## src/rtl/piano_pkg.sv

```systemverilog
// Shared constants, state encoding and small helpers for the piano-tiles game datapath.
package piano_pkg;

  localparam int unsigned NUM_COLS = 4;

  localparam logic [2:0] LINE_EMPTY = 3'd0;
  localparam logic [2:0] LINE_COL0  = 3'd1;
  localparam logic [2:0] LINE_COL1  = 3'd2;
  localparam logic [2:0] LINE_COL2  = 3'd3;
  localparam logic [2:0] LINE_COL3  = 3'd4;

  typedef enum logic [1:0] {
    StIdle,
    StWait,
    StJudge,
    StDone
  } check_state_e;

  // Codes 5..7 are not tiles and behave like an empty row.
  function automatic logic line_has_tile(input logic [2:0] line);
    return (line >= LINE_COL0) && (line <= LINE_COL3);
  endfunction

  function automatic logic [1:0] line_col(input logic [2:0] line);
    return 2'(line - LINE_COL0);
  endfunction

  function automatic logic [1:0] lowest_col(input logic [NUM_COLS-1:0] mask);
    logic [1:0] col;
    col = '0;
    for (int i = NUM_COLS - 1; i >= 0; i--) begin
      if (mask[i]) col = 2'(i);
    end
    return col;
  endfunction

endpackage

```

## src/rtl/check_input_if.sv

```systemverilog
// Handshake between the game controller, the push-buttons and the input judge.
interface check_input_if;
  import piano_pkg::*;

  logic                check_in_go;
  logic [NUM_COLS-1:0] key_n;
  logic [2:0]          bottom_line;
  logic                check_input_done;
  logic                correct;
  logic                incorrect;
  logic [1:0]          pressed_col;
  logic                timed_out;

  modport master (
    output check_in_go, key_n, bottom_line,
    input  check_input_done, correct, incorrect, pressed_col, timed_out
  );

  modport slave (
    input  check_in_go, key_n, bottom_line,
    output check_input_done, correct, incorrect, pressed_col, timed_out
  );

endinterface

```

## src/rtl/key_debounce.sv

```systemverilog
// Synchronises one active-low push-button and debounces it into a level and a press pulse.
module key_debounce #(
  parameter int unsigned DEBOUNCE_CYCLES = 250000
) (
  input  logic clk_i,
  input  logic rst_i,
  input  logic key_n_i,
  output logic pressed_o,
  output logic press_pulse_o
);

  localparam int unsigned CntW = (DEBOUNCE_CYCLES > 1) ? $clog2(DEBOUNCE_CYCLES) : 1;
  localparam logic [CntW-1:0] CntLast = CntW'(DEBOUNCE_CYCLES - 1);

  logic            sync1_q, sync2_q;
  logic            pressed_q, pressed_d;
  logic            pulse_q, pulse_d;
  logic [CntW-1:0] cnt_q, cnt_d;
  logic            key_level;

  assign key_level = ~sync2_q;

  // Any cycle where the level agrees with the debounced state restarts the count.
  always_comb begin
    cnt_d     = '0;
    pressed_d = pressed_q;
    pulse_d   = 1'b0;
    if (key_level != pressed_q) begin
      if (cnt_q == CntLast) begin
        pressed_d = key_level;
        pulse_d   = key_level;
      end else begin
        cnt_d = cnt_q + CntW'(1);
      end
    end
  end

  always_ff @(posedge clk_i) begin
    if (rst_i) begin
      sync1_q   <= 1'b1;
      sync2_q   <= 1'b1;
      pressed_q <= 1'b0;
      pulse_q   <= 1'b0;
      cnt_q     <= '0;
    end else begin
      sync1_q   <= key_n_i;
      sync2_q   <= sync1_q;
      pressed_q <= pressed_d;
      pulse_q   <= pulse_d;
      cnt_q     <= cnt_d;
    end
  end

  assign pressed_o     = pressed_q;
  assign press_pulse_o = pulse_q;

endmodule

```

## src/rtl/check_input.sv

```systemverilog
// Judges one player key press (or its absence) against the bottom-row tile per row step.
module check_input
  import piano_pkg::*;
#(
  parameter int unsigned DEBOUNCE_CYCLES = 250000,
  parameter int unsigned TIMEOUT_CYCLES  = 50000000
) (
  input logic         clock,
  input logic         reset,
  check_input_if.slave bus
);

  localparam int unsigned TmoW = $clog2(TIMEOUT_CYCLES + 1);
  localparam logic [TmoW-1:0] TmoLast = TmoW'(TIMEOUT_CYCLES - 1);
  localparam logic [TmoW-1:0] TmoSat  = TmoW'(TIMEOUT_CYCLES);

  logic [NUM_COLS-1:0] pressed, press_pulse, key_event;

  for (genvar i = 0; i < NUM_COLS; i++) begin : g_key
    key_debounce #(
      .DEBOUNCE_CYCLES(DEBOUNCE_CYCLES)
    ) u_key (
      .clk_i        (clock),
      .rst_i        (reset),
      .key_n_i      (bus.key_n[i]),
      .pressed_o    (pressed[i]),
      .press_pulse_o(press_pulse[i])
    );
  end

  assign key_event = press_pulse & pressed;

  check_state_e        state_q, state_d;
  logic [2:0]          target_q, target_d;
  logic [TmoW-1:0]     tcnt_q, tcnt_d;
  logic [NUM_COLS-1:0] mask_q, mask_d;
  logic                tmo_q, tmo_d;
  logic                done_q, done_d;
  logic                correct_q, correct_d;
  logic                incorrect_q, incorrect_d;
  logic [1:0]          col_q, col_d;
  logic                timed_out_q, timed_out_d;
  logic                verdict;

  always_comb begin
    state_d     = state_q;
    target_d    = target_q;
    tcnt_d      = tcnt_q;
    mask_d      = mask_q;
    tmo_d       = tmo_q;
    done_d      = 1'b0;
    correct_d   = 1'b0;
    incorrect_d = 1'b0;
    col_d       = '0;
    timed_out_d = 1'b0;
    verdict     = 1'b0;
    unique case (state_q)
      StIdle: begin
        if (bus.check_in_go) begin
          target_d = bus.bottom_line;
          tcnt_d   = '0;
          mask_d   = '0;
          tmo_d    = 1'b0;
          state_d  = StWait;
        end
      end
      StWait: begin
        if (tcnt_q != TmoSat) tcnt_d = tcnt_q + TmoW'(1);
        // A press arriving in the expiry cycle takes priority over the timeout.
        if (|key_event) begin
          mask_d  = key_event;
          state_d = StJudge;
        end else if (tcnt_q == TmoLast) begin
          tmo_d   = 1'b1;
          state_d = StJudge;
        end
      end
      StJudge: begin
        if (tmo_q) begin
          verdict = !line_has_tile(target_q);
        end else begin
          verdict = line_has_tile(target_q) && $onehot(mask_q) && mask_q[line_col(target_q)];
        end
        done_d      = 1'b1;
        correct_d   = verdict;
        incorrect_d = !verdict;
        col_d       = lowest_col(mask_q);
        timed_out_d = tmo_q;
        state_d     = StDone;
      end
      StDone: begin
        state_d = StIdle;
      end
      default: begin
        state_d = StIdle;
      end
    endcase
  end

  always_ff @(posedge clock) begin
    if (reset) begin
      state_q     <= StIdle;
      target_q    <= LINE_EMPTY;
      tcnt_q      <= '0;
      mask_q      <= '0;
      tmo_q       <= 1'b0;
      done_q      <= 1'b0;
      correct_q   <= 1'b0;
      incorrect_q <= 1'b0;
      col_q       <= '0;
      timed_out_q <= 1'b0;
    end else begin
      state_q     <= state_d;
      target_q    <= target_d;
      tcnt_q      <= tcnt_d;
      mask_q      <= mask_d;
      tmo_q       <= tmo_d;
      done_q      <= done_d;
      correct_q   <= correct_d;
      incorrect_q <= incorrect_d;
      col_q       <= col_d;
      timed_out_q <= timed_out_d;
    end
  end

  assign bus.check_input_done = done_q;
  assign bus.correct          = correct_q;
  assign bus.incorrect        = incorrect_q;
  assign bus.pressed_col      = col_q;
  assign bus.timed_out        = timed_out_q;

endmodule

```

## src/flat_wrapper.sv

```systemverilog
// flat-port wrapper written by rule: the top's interface ports become plain ports
module check_input_flat import piano_pkg::*;
#(
  parameter int unsigned DEBOUNCE_CYCLES = 250000,
  parameter int unsigned TIMEOUT_CYCLES  = 50000000
)
  (clock, reset, bus_check_in_go, bus_key_n, bus_bottom_line, bus_check_input_done, bus_correct, bus_incorrect, bus_pressed_col, bus_timed_out);
  check_input_if bus_i ();
  input logic clock;
  input logic reset;
  input wire logic [$bits(bus_i.check_in_go)-1:0] bus_check_in_go;
  input wire logic [$bits(bus_i.key_n)-1:0] bus_key_n;
  input wire logic [$bits(bus_i.bottom_line)-1:0] bus_bottom_line;
  output wire logic [$bits(bus_i.check_input_done)-1:0] bus_check_input_done;
  output wire logic [$bits(bus_i.correct)-1:0] bus_correct;
  output wire logic [$bits(bus_i.incorrect)-1:0] bus_incorrect;
  output wire logic [$bits(bus_i.pressed_col)-1:0] bus_pressed_col;
  output wire logic [$bits(bus_i.timed_out)-1:0] bus_timed_out;
  assign bus_i.check_in_go = bus_check_in_go;
  assign bus_i.key_n = bus_key_n;
  assign bus_i.bottom_line = bus_bottom_line;
  assign bus_check_input_done = bus_i.check_input_done;
  assign bus_correct = bus_i.correct;
  assign bus_incorrect = bus_i.incorrect;
  assign bus_pressed_col = bus_i.pressed_col;
  assign bus_timed_out = bus_i.timed_out;
  check_input #(.DEBOUNCE_CYCLES(DEBOUNCE_CYCLES), .TIMEOUT_CYCLES(TIMEOUT_CYCLES)) u_core (.clock(clock), .reset(reset), .bus(bus_i));
endmodule
```

## config.mk

```make
export PLATFORM = sky130hd
export DESIGN_NAME = check_input_flat
export DESIGN_NICKNAME = d
export VERILOG_FILES = /design/src/rtl/piano_pkg.sv /design/src/rtl/check_input_if.sv /design/src/rtl/key_debounce.sv /design/src/rtl/check_input.sv /design/src/flat_wrapper.sv
export SDC_FILE = /design/constraint.sdc
export NUM_CORES = 1
export LEC_CHECK = 0
export ABC_AREA = 1
export ABC_CLOCK_PERIOD_IN_PS = 3270
export BUFFER_PORTS_ARGS = -buffer_cell sky130_fd_sc_hd__buf_2
export CAP_MARGIN = 15
export CORE_MARGIN = 1
export CORE_UTILIZATION = 40
export DETAILED_ROUTE_END_ITERATION = 16
export PLACE_DENSITY_LB_ADDON = 0.15
export SYNTH_ARGS = -nofsm -noshare
export SYNTH_HDL_FRONTEND = slang
export SYNTH_SLANG_ARGS = --single-unit
```

## constraint.sdc

```tcl
create_clock -name clock -period 3.27 [get_ports clock]
set_input_delay 0.1635 -clock clock [delete_from_list [all_inputs] [get_ports clock]]
set_output_delay 0.1635 -clock clock [all_outputs]
set_load 0.01 [all_outputs]
```

==> results of run 1 <==
## tightest hold or removal path, stage by stage
cell and delay, ns:
sky130_fd_sc_hd__buf_2 0.07, sky130_fd_sc_hd__o21ai_0 0.08, sky130_fd_sc_hd__a21oi_1 0.11
## area by class of cell
| cell class | instances | area [um2] | area share [%] |
|---|---|---|---|
| Clock buffer | 20 | 467 | 6.13 |
| Clock inverter | 12 | 179 | 2.35 |
| Sequential cell | 130 | 2600 | 34.2 |
| Timing Repair Buffer | 22 | 138 | 1.81 |
| Tap cell | 216 | 270 | 3.55 |
| Inverter | 135 | 507 | 6.65 |
| Multi-Input combinational cell | 703 | 3460 | 45.4 |
## routing by layer
metal | share of wire, % | up-vias | wire, um
met5 | 0 | - | 0
met4 | 1.4 | 0 | 189
met3 | 3.2 | 14 | 445
met2 | 44 | 85 | 6160
met1 | 51 | 2597 | 7100
li1 | - | 3219 | -
## what timing repair did
item                      in CTS  in global routing
hold endpoints to repair       4                  0
resized for setup              0                  0
hold buffers                   4                  0
## final timing paths
check,from,to
setup reg to reg,u_core.state_q[1],u_core.tcnt_q[23]
setup / recovery,u_core.state_q[1],u_core.tcnt_q[23]
hold / removal,bus_bottom_line[1],u_core.target_q[1]
hold reg to reg,u_core.g_key[0].u_key.sync1_q,u_core.g_key[0].u_key.sync2_q
## where the power goes
part           switching [mW]  total, mW  leakage, nW  internal (mW)
Sequential             0.0484       1.71         1.05           1.66
Combinational           0.430      0.643         1.42          0.213
Clock                   0.713       2.05        0.309           1.34
Total                    1.19       4.40         2.78           3.21
## registers in the layout (all words and copies together) (netlist names), 2 cells and up
name	flops
u_core.bus.pressed_col	2
u_core.g_key.u_key.cnt_q	72
u_core.g_key.u_key.press_pulse_o	4
u_core.g_key.u_key.pressed_o	4
u_core.g_key.u_key.sync1_q	4
u_core.g_key.u_key.sync2_q	4
u_core.mask_q	4
u_core.state_q	2
u_core.target_q	3
u_core.tcnt_q	26
## cell usage in the layout, fill, tap and decap left out, drive strengths merged
| cell type | synthesis | final |
|---|---|---|
| dlygate4sd3 | 0 | 4 |
| nand3b | 4 | 4 |
| clkinvlp | 0 | 3 |
| nor4 | 10 | 10 |
| nand3 | 78 | 78 |
| o211ai | 2 | 2 |
| fa | 1 | 1 |
| nor3b | 12 | 12 |
| o21ai | 25 | 25 |
| or2 | 18 | 18 |
| bufinv | 0 | 4 |
| nand2 | 224 | 224 |
| xnor2 | 7 | 7 |
| o31ai | 1 | 1 |
| inv | 134 | 135 |
| nand4 | 32 | 32 |
| a21oi | 59 | 59 |
| xor2 | 12 | 12 |
| a31oi | 3 | 3 |
| nor2 | 163 | 163 |
| dfxtp | 130 | 130 |
| and2 | 1 | 1 |
| clkinv | 1 | 5 |
| clkbuf | 4 | 20 |
| nor3 | 28 | 28 |
| ha | 18 | 18 |
| o21bai | 4 | 4 |
| buf | 9 | 18 |
| and3 | 1 | 1 |
## cell families (layout without fill, tap and decap cells)
group,after synthesis,count (layout),synth area share [%]
and+or+nand+nor,571,571,38.2
buffers and inverters,148,189,8.83
adders and majority gates,19,19,3.69
DFF,130,130,39.2
AOI/OAI and AO/OA,94,94,7.64
xor gates and xnor gates,19,19,2.50
==> impl_summary.txt, run 1 <==
----------------------------------------------------
[Outcome]
  Status ... completed

[Synth]
  Synth top cells by count ... sky130_fd_sc_hd__nand2_1, sky130_fd_sc_hd__nor2_1, sky130_fd_sc_hd__dfxtp_1, sky130_fd_sc_hd__inv_1, sky130_fd_sc_hd__nand3_1
  Post-synth EDFFs ... 0
  Top cell type's share of synthesized area ... roughly two fifths
  Count leader, synth ... sky130_fd_sc_hd__nand2_1
  Cell taking the most area after synthesis ... sky130_fd_sc_hd__dfxtp_1
  Share of async-settable or async-resettable flops after synthesis ... 0%
  Flops & latches, synth ... 130
  Number of standard cells after synthesis ... 981
  Average cell area after synthesis ... 6.77 um2
  Area contributors post-synth ... sky130_fd_sc_hd__dfxtp_1, sky130_fd_sc_hd__nand2_1, sky130_fd_sc_hd__nor2_1, sky130_fd_sc_hd__inv_1, sky130_fd_sc_hd__nand3_1
  Top FF cell, synth ... sky130_fd_sc_hd__dfxtp_1
  Unique cell type count in the Yosys netlist ... 40
  Share of the yosys chip area belonging to registers ... between 30 and 40%
  Net count after synthesis ... 1,010
  Number of warnings printed during yosys synthesis ... 0
  Synthesized area ... 0.00665 mm2

[STA]
  Slack of the critical path ... around 1.1 ns
  Worst-Margin Slew ... 0.778 ns
  Min Clock Period, post-route ... 2.22 ns
  Number of slew-limit violations in the final report ... 0
  Period utilisation layout ... 67.9%
  Number of endpoints failing setup at the final stage ... 0
  Final-layout setup total negative slack ... 0 ns
  Number of failing hold endpoints at the final stage ... 0
  Final clock skew ... approximately 0.0062 ns
  Rel. slew slack ... about 48%
  Timing-limited maximum frequency ... roughly 0.45 GHz
  Hold Slack ... 0.0400 ns
  RSZ-0062 raised after global routing ... false

[Clock tree]
  # clock sinks ... 130
  Clock latency on the worst-skew pair ... 0.42 ns
  Total CTS buffers ... 17
  Root buffer cell ... sky130_fd_sc_hd__clkbuf_16
  Setup Fix Bufs, Post-CTS ... 0
  Post-CTS clock slew at the launch and capture registers of the worst setup and hold paths ... ~0.06 ns
  Clock tree from TritonCTS ... built
  H-tree Lvls ... 4
  Maximum buffer depth of the clock tree ... 2

[Critical path]
  Type of origin of the critical path ... register
  Top cell family by delay on the critical path ... simple AND/OR/NAND/NOR gates
  Max Fanout on Critical Path ... 18
  Crit. End Element ... register
  Critical Path RT ... 3.63 ns
  Number of cells on the critical path ... 11
  Critical path buffers and inverters ... 5
  Number of cell instances on the worst register-to-register path ... 11
  Signal arrival time at the worst endpoint ... roughly 2.6 ns
  Critical path class ... register to register
  Critical path, cell by cell ... inv_1 -> ha_1 -> inv_2 -> o21ai_4 -> inv_2 -> nor2_2 -> buf_4 -> nand2_1 -> nand2_1 -> inv_1 -> nor2_1
  Standard cell with the maximum stage delay on the critical path ... sky130_fd_sc_hd__nor2_2
  Delay of the slowest cell on the worst path ... about 0.4 ns
  Reg2Reg Setup Slack ... about 1.1 ns

[Floorplan]
  Initial standard-cell utilization of the core ... between 40% and 50%
  DIE HEIGHT ... 131 um
  I/O pins ... 16
  X dimension of the die ... 131 um
  Total Die Area ... 0.0171 mm2
  Core Footprint ... 0.0161 mm2
  Number of placement rows ... 46

[Global routing]
  First-pass GRT wire length ... around 24,000 um
  Global-route usage over all layers ... between 15 and 20%
  Via count of the first global-routing pass ... between 5,000 and 6,000
  Initial antenna violation count ... 0
  Met2 GRT Util ... between 20 and 30%
  Pin count of the biggest net entering global routing ... 22
  Met3 usage in global routing ... 4.03%
  GRT busiest layer ... met2
  Total overflow reported by the global router ... 0
  Met1 Resource Use GR ... 23.6%

[Power]
  Reported leakage power ... between 2 and 3 nW
  Power density over cell area ... 577 mW/mm2
  Overall power ... between 4 and 5 mW
  Worst supply voltage drop on vdd ... around 390 uV

[Placement]
  Worst slack at placement ... approximately 1.1 ns
  IO Port Bufs ... 15
  Total instance count after detailed placement ... around 1,200
  Half-perimeter wire length after detailed placement ... around 10,000 um
  Placer congestion estimate ... 0.838
  Placed cell areas ... 0.00693 mm2

[Layout]
  Ratio of cells with drive above 1 in the final layout ... ~8%
  Final core utilization ... 47.4%
  Post-Layout Cell Count ... roughly 1,200
  Count of filler cells inserted in the layout ... around 1,600
  Post-synthesis to final-layout area growth ... 14.6%
  Final Instance Area ... 0.00762 mm2
  Ant diodes ... 0
  Fin nets ... 1,038

[Worst hold path]
  Tightest Hold Check Type ... primary input to register
  Number of instances on the worst hold path ... 3

[Job]
  Maximum Capacitance Violations ... 0

[Routing]
  Routed WL ... 13,900 um
  Routed via count ... 5,915
  Routed length per placed instance ... ~11 um
  Routed vias/inst ... ~4.8
  Iteration count of the initial detailed-routing pass ... 4
  Number of nets with antenna violations after detailed routing ... 0
  DRC violations left ... 0
  Initial DRC Count ... between 300 and 400

----------------------------------------------------
(Power assumes the default switching activity.)
==> run 2, diff against run 1 <==
--- a/config.mk
+++ b/config.mk
@@ -6,7 +6,7 @@
 export NUM_CORES = 1
 export LEC_CHECK = 0
 export ABC_AREA = 1
-export ABC_CLOCK_PERIOD_IN_PS = 3270
+export ABC_CLOCK_PERIOD_IN_PS = 2000
 export BUFFER_PORTS_ARGS = -buffer_cell sky130_fd_sc_hd__buf_2
 export CAP_MARGIN = 15
 export CORE_MARGIN = 1
==> constraint.sdc (replaced) <==
create_clock -name clock -period 2 [get_ports clock]
set_input_delay 0.1 -clock clock [delete_from_list [all_inputs] [get_ports clock]]
set_output_delay 0.1 -clock clock [all_outputs]
set_load 0.01 [all_outputs]
==> run 2 against run 1 <==
Net effect:
- sequential share of layout area is 0.40 points lower
- critical path depth is 3 lower
- power rose by 59%
- global-route usage shrank 0.067 points
- cell count is 1.7% higher
- core utilization rose by 0.61 points
- critical path type unchanged
- largest cell class unchanged
- largest power group unchanged
==> impl_summary.txt, run 2 (synthesis results as in run 1) <==
----------------------------------------------------
[Outcome]
  Status ... completed

[Global routing]
  Via count of the first global-routing pass ... between 5,000 and 6,000
  Total overflow reported by the global router ... 0
  GRT busiest layer ... met2
  Met3 usage in global routing ... ~3.8%
  Pin count of the biggest net entering global routing ... 19
  Met1 Resource Use GR ... roughly a quarter
  Global-route usage over all layers ... around 18%
  Initial antenna violation count ... 0
  Met2 GRT Util ... about 28%
  First-pass GRT wire length ... 24,100 um

[STA]
  Number of failing hold endpoints at the final stage ... 0
  Number of slew-limit violations in the final report ... 0
  Period utilisation layout ... approximately 90%
  Timing-limited maximum frequency ... approximately 0.54 GHz
  Final clock skew ... roughly 0.0073 ns
  Worst-Margin Slew ... 0.793 ns
  Number of endpoints failing setup at the final stage ... 0
  Rel. slew slack ... between 40% and 50%
  Min Clock Period, post-route ... approximately 1.9 ns

[Routing]
  Iteration count of the initial detailed-routing pass ... 4
  Initial DRC Count ... between 200 and 300
  Routed via count ... 5,945
  Number of nets with antenna violations after detailed routing ... 0
  DRC violations left ... 0
  Routed vias/inst ... 4.72
  Routed length per placed instance ... around 11 um
  Routed WL ... between 10,000 and 15,000 um

[Power]
  Overall power ... between 7 and 8 mW
  Reported leakage power ... 2.85 nW
  Worst supply voltage drop on vdd ... 648 uV
  Power density over cell area ... around 900 mW/mm2

[Floorplan]
  I/O pins ... 16
  Initial standard-cell utilization of the core ... about two fifths
  X dimension of the die ... roughly 130 um
  Total Die Area ... 0.0171 mm2
  DIE HEIGHT ... between 100 and 150 um
  Number of placement rows ... 46
  Core Footprint ... 0.0161 mm2

[Clock tree]
  H-tree Lvls ... 4
  # clock sinks ... 130
  Clock latency on the worst-skew pair ... ~0.41 ns
  Clock tree from TritonCTS ... built
  Root buffer cell ... sky130_fd_sc_hd__clkbuf_16
  Maximum buffer depth of the clock tree ... 2
  Post-CTS clock slew at the launch and capture registers of the worst setup and hold paths ... ~0.050 ns
  Total CTS buffers ... 17
  Setup Fix Bufs, Post-CTS ... 0

[Placement]
  Placer congestion estimate ... 0.839
  Total instance count after detailed placement ... 1,221
  Placed cell areas ... 0.00708 mm2
  Half-perimeter wire length after detailed placement ... slightly above 10,000 um
  IO Port Bufs ... 15

[Layout]
  Post-synthesis to final-layout area growth ... 16.1%
  Max FFs per register ... between 70 and 80
  Largest registers ... u_core.g_key.u_key.cnt_q (72), u_core.tcnt_q (26)
  Largest register by flop count ... u_core.g_key.u_key.cnt_q
  Ratio of cells with drive above 1 in the final layout ... roughly a tenth
  Post-Layout Cell Count ... about 1,300
  Most common cell after layout, fill and taps aside ... sky130_fd_sc_hd__nand2_1
  Fin nets ... 1,060
  Most used cells in the layout excluding fill and tap cells ... sky130_fd_sc_hd__nand2_1, sky130_fd_sc_hd__nor2_1, sky130_fd_sc_hd__inv_1
  Final Instance Area ... 0.00772 mm2
  Ant diodes ... 0
  Final core utilization ... between 40% and 50%

[Critical path]
  Signal arrival time at the worst endpoint ... 2.21 ns
  Max Fanout on Critical Path ... 2
  Crit. End Element ... register
  Critical Path RT ... approximately 2.4 ns
  Critical path class ... register to register
  Type of origin of the critical path ... register

[Worst hold path]
  Tightest Hold Check Type ... primary input to register

[Job]
  Maximum Capacitance Violations ... 0

----------------------------------------------------
## run 2: stage by stage
| stage | setup TNS, ns | hold slack (ns) | worst slack [ns] |
|---|---|---|---|
| floorplan | 0 | 0.204 | 0.0684 |
| global placement | 0 | 0.282 | 0.0416 |
| detailed placement | 0 | 0.285 | 0.0121 |
| CTS | 0 | 0.0408 | 0.00291 |
| global route | -0.00922 | 0.0467 | -0.00922 |
| finish | 0 | 0.0577 | 0.146 |
## run 2: timing repair
| action | in CTS | in global routing |
|---|---|---|
| resized for setup | 0 | 4 |
| setup endpoints to repair | 0 | 2 |
| hold buffers | 7 | 0 |
| endpoints found under the hold margin | 7 | 0 |
## run 2: worst max-delay path, cell delays in order (launching register included)
cell and delay (ns):
sky130_fd_sc_hd__dfxtp_1 0.32, sky130_fd_sc_hd__inv_1 0.05, sky130_fd_sc_hd__ha_1 0.29, sky130_fd_sc_hd__ha_2 0.18, sky130_fd_sc_hd__fa_1 0.42, sky130_fd_sc_hd__nor2_1 0.10, sky130_fd_sc_hd__nand3_1 0.09, sky130_fd_sc_hd__o31ai_2 0.20
sky130_fd_sc_hd__and2_1 0.15
## run 2: worst paths after layout
| check | slack [ns] | startpoint | depth (start not counted) | endpoint |
|---|---|---|---|---|
| setup / recovery | 0.15 | u_core.mask_q[2] | 8 | u_core.bus.correct |
| hold / removal | 0.06 | reset | 2 | u_core.g_key[1].u_key.pressed_o |
| setup reg to reg | 0.15 | u_core.mask_q[2] | 8 | u_core.bus.correct |
| hold reg to reg | 0.40 | u_core.g_key[0].u_key.sync1_q | 1 | u_core.g_key[0].u_key.sync2_q |
## run 2: where the power goes
group	internal, mW	switching (mW)	total [mW]	leakage (nW)
clock network	1.86	1.06	2.93	0.273
logic	0.507	0.792	1.30	1.53
registers	2.71	0.0616	2.78	1.05
## run 2: layout make-up
| cell class | count | area [um2] |
|---|---|---|
| Inverter | 135 | 507 |
| Timing Repair Buffer | 44 | 310 |
| Multi-Input combinational cell | 703 | 3460 |
| Clock inverter | 4 | 47.5 |
| Sequential cell | 130 | 2610 |
| Fill cell | 1654 | 8340 |
| Clock buffer | 27 | 513 |
| Tap cell | 216 | 270 |
## run 2: layer usage
layer,vias to the layer above,routed length [um],share of wire (%)
li1,3253,-,-
met1,2629,7330,53
met2,51,5910,43
met3,12,326,2.4
met4,0,190,1.4
met5,-,0,0
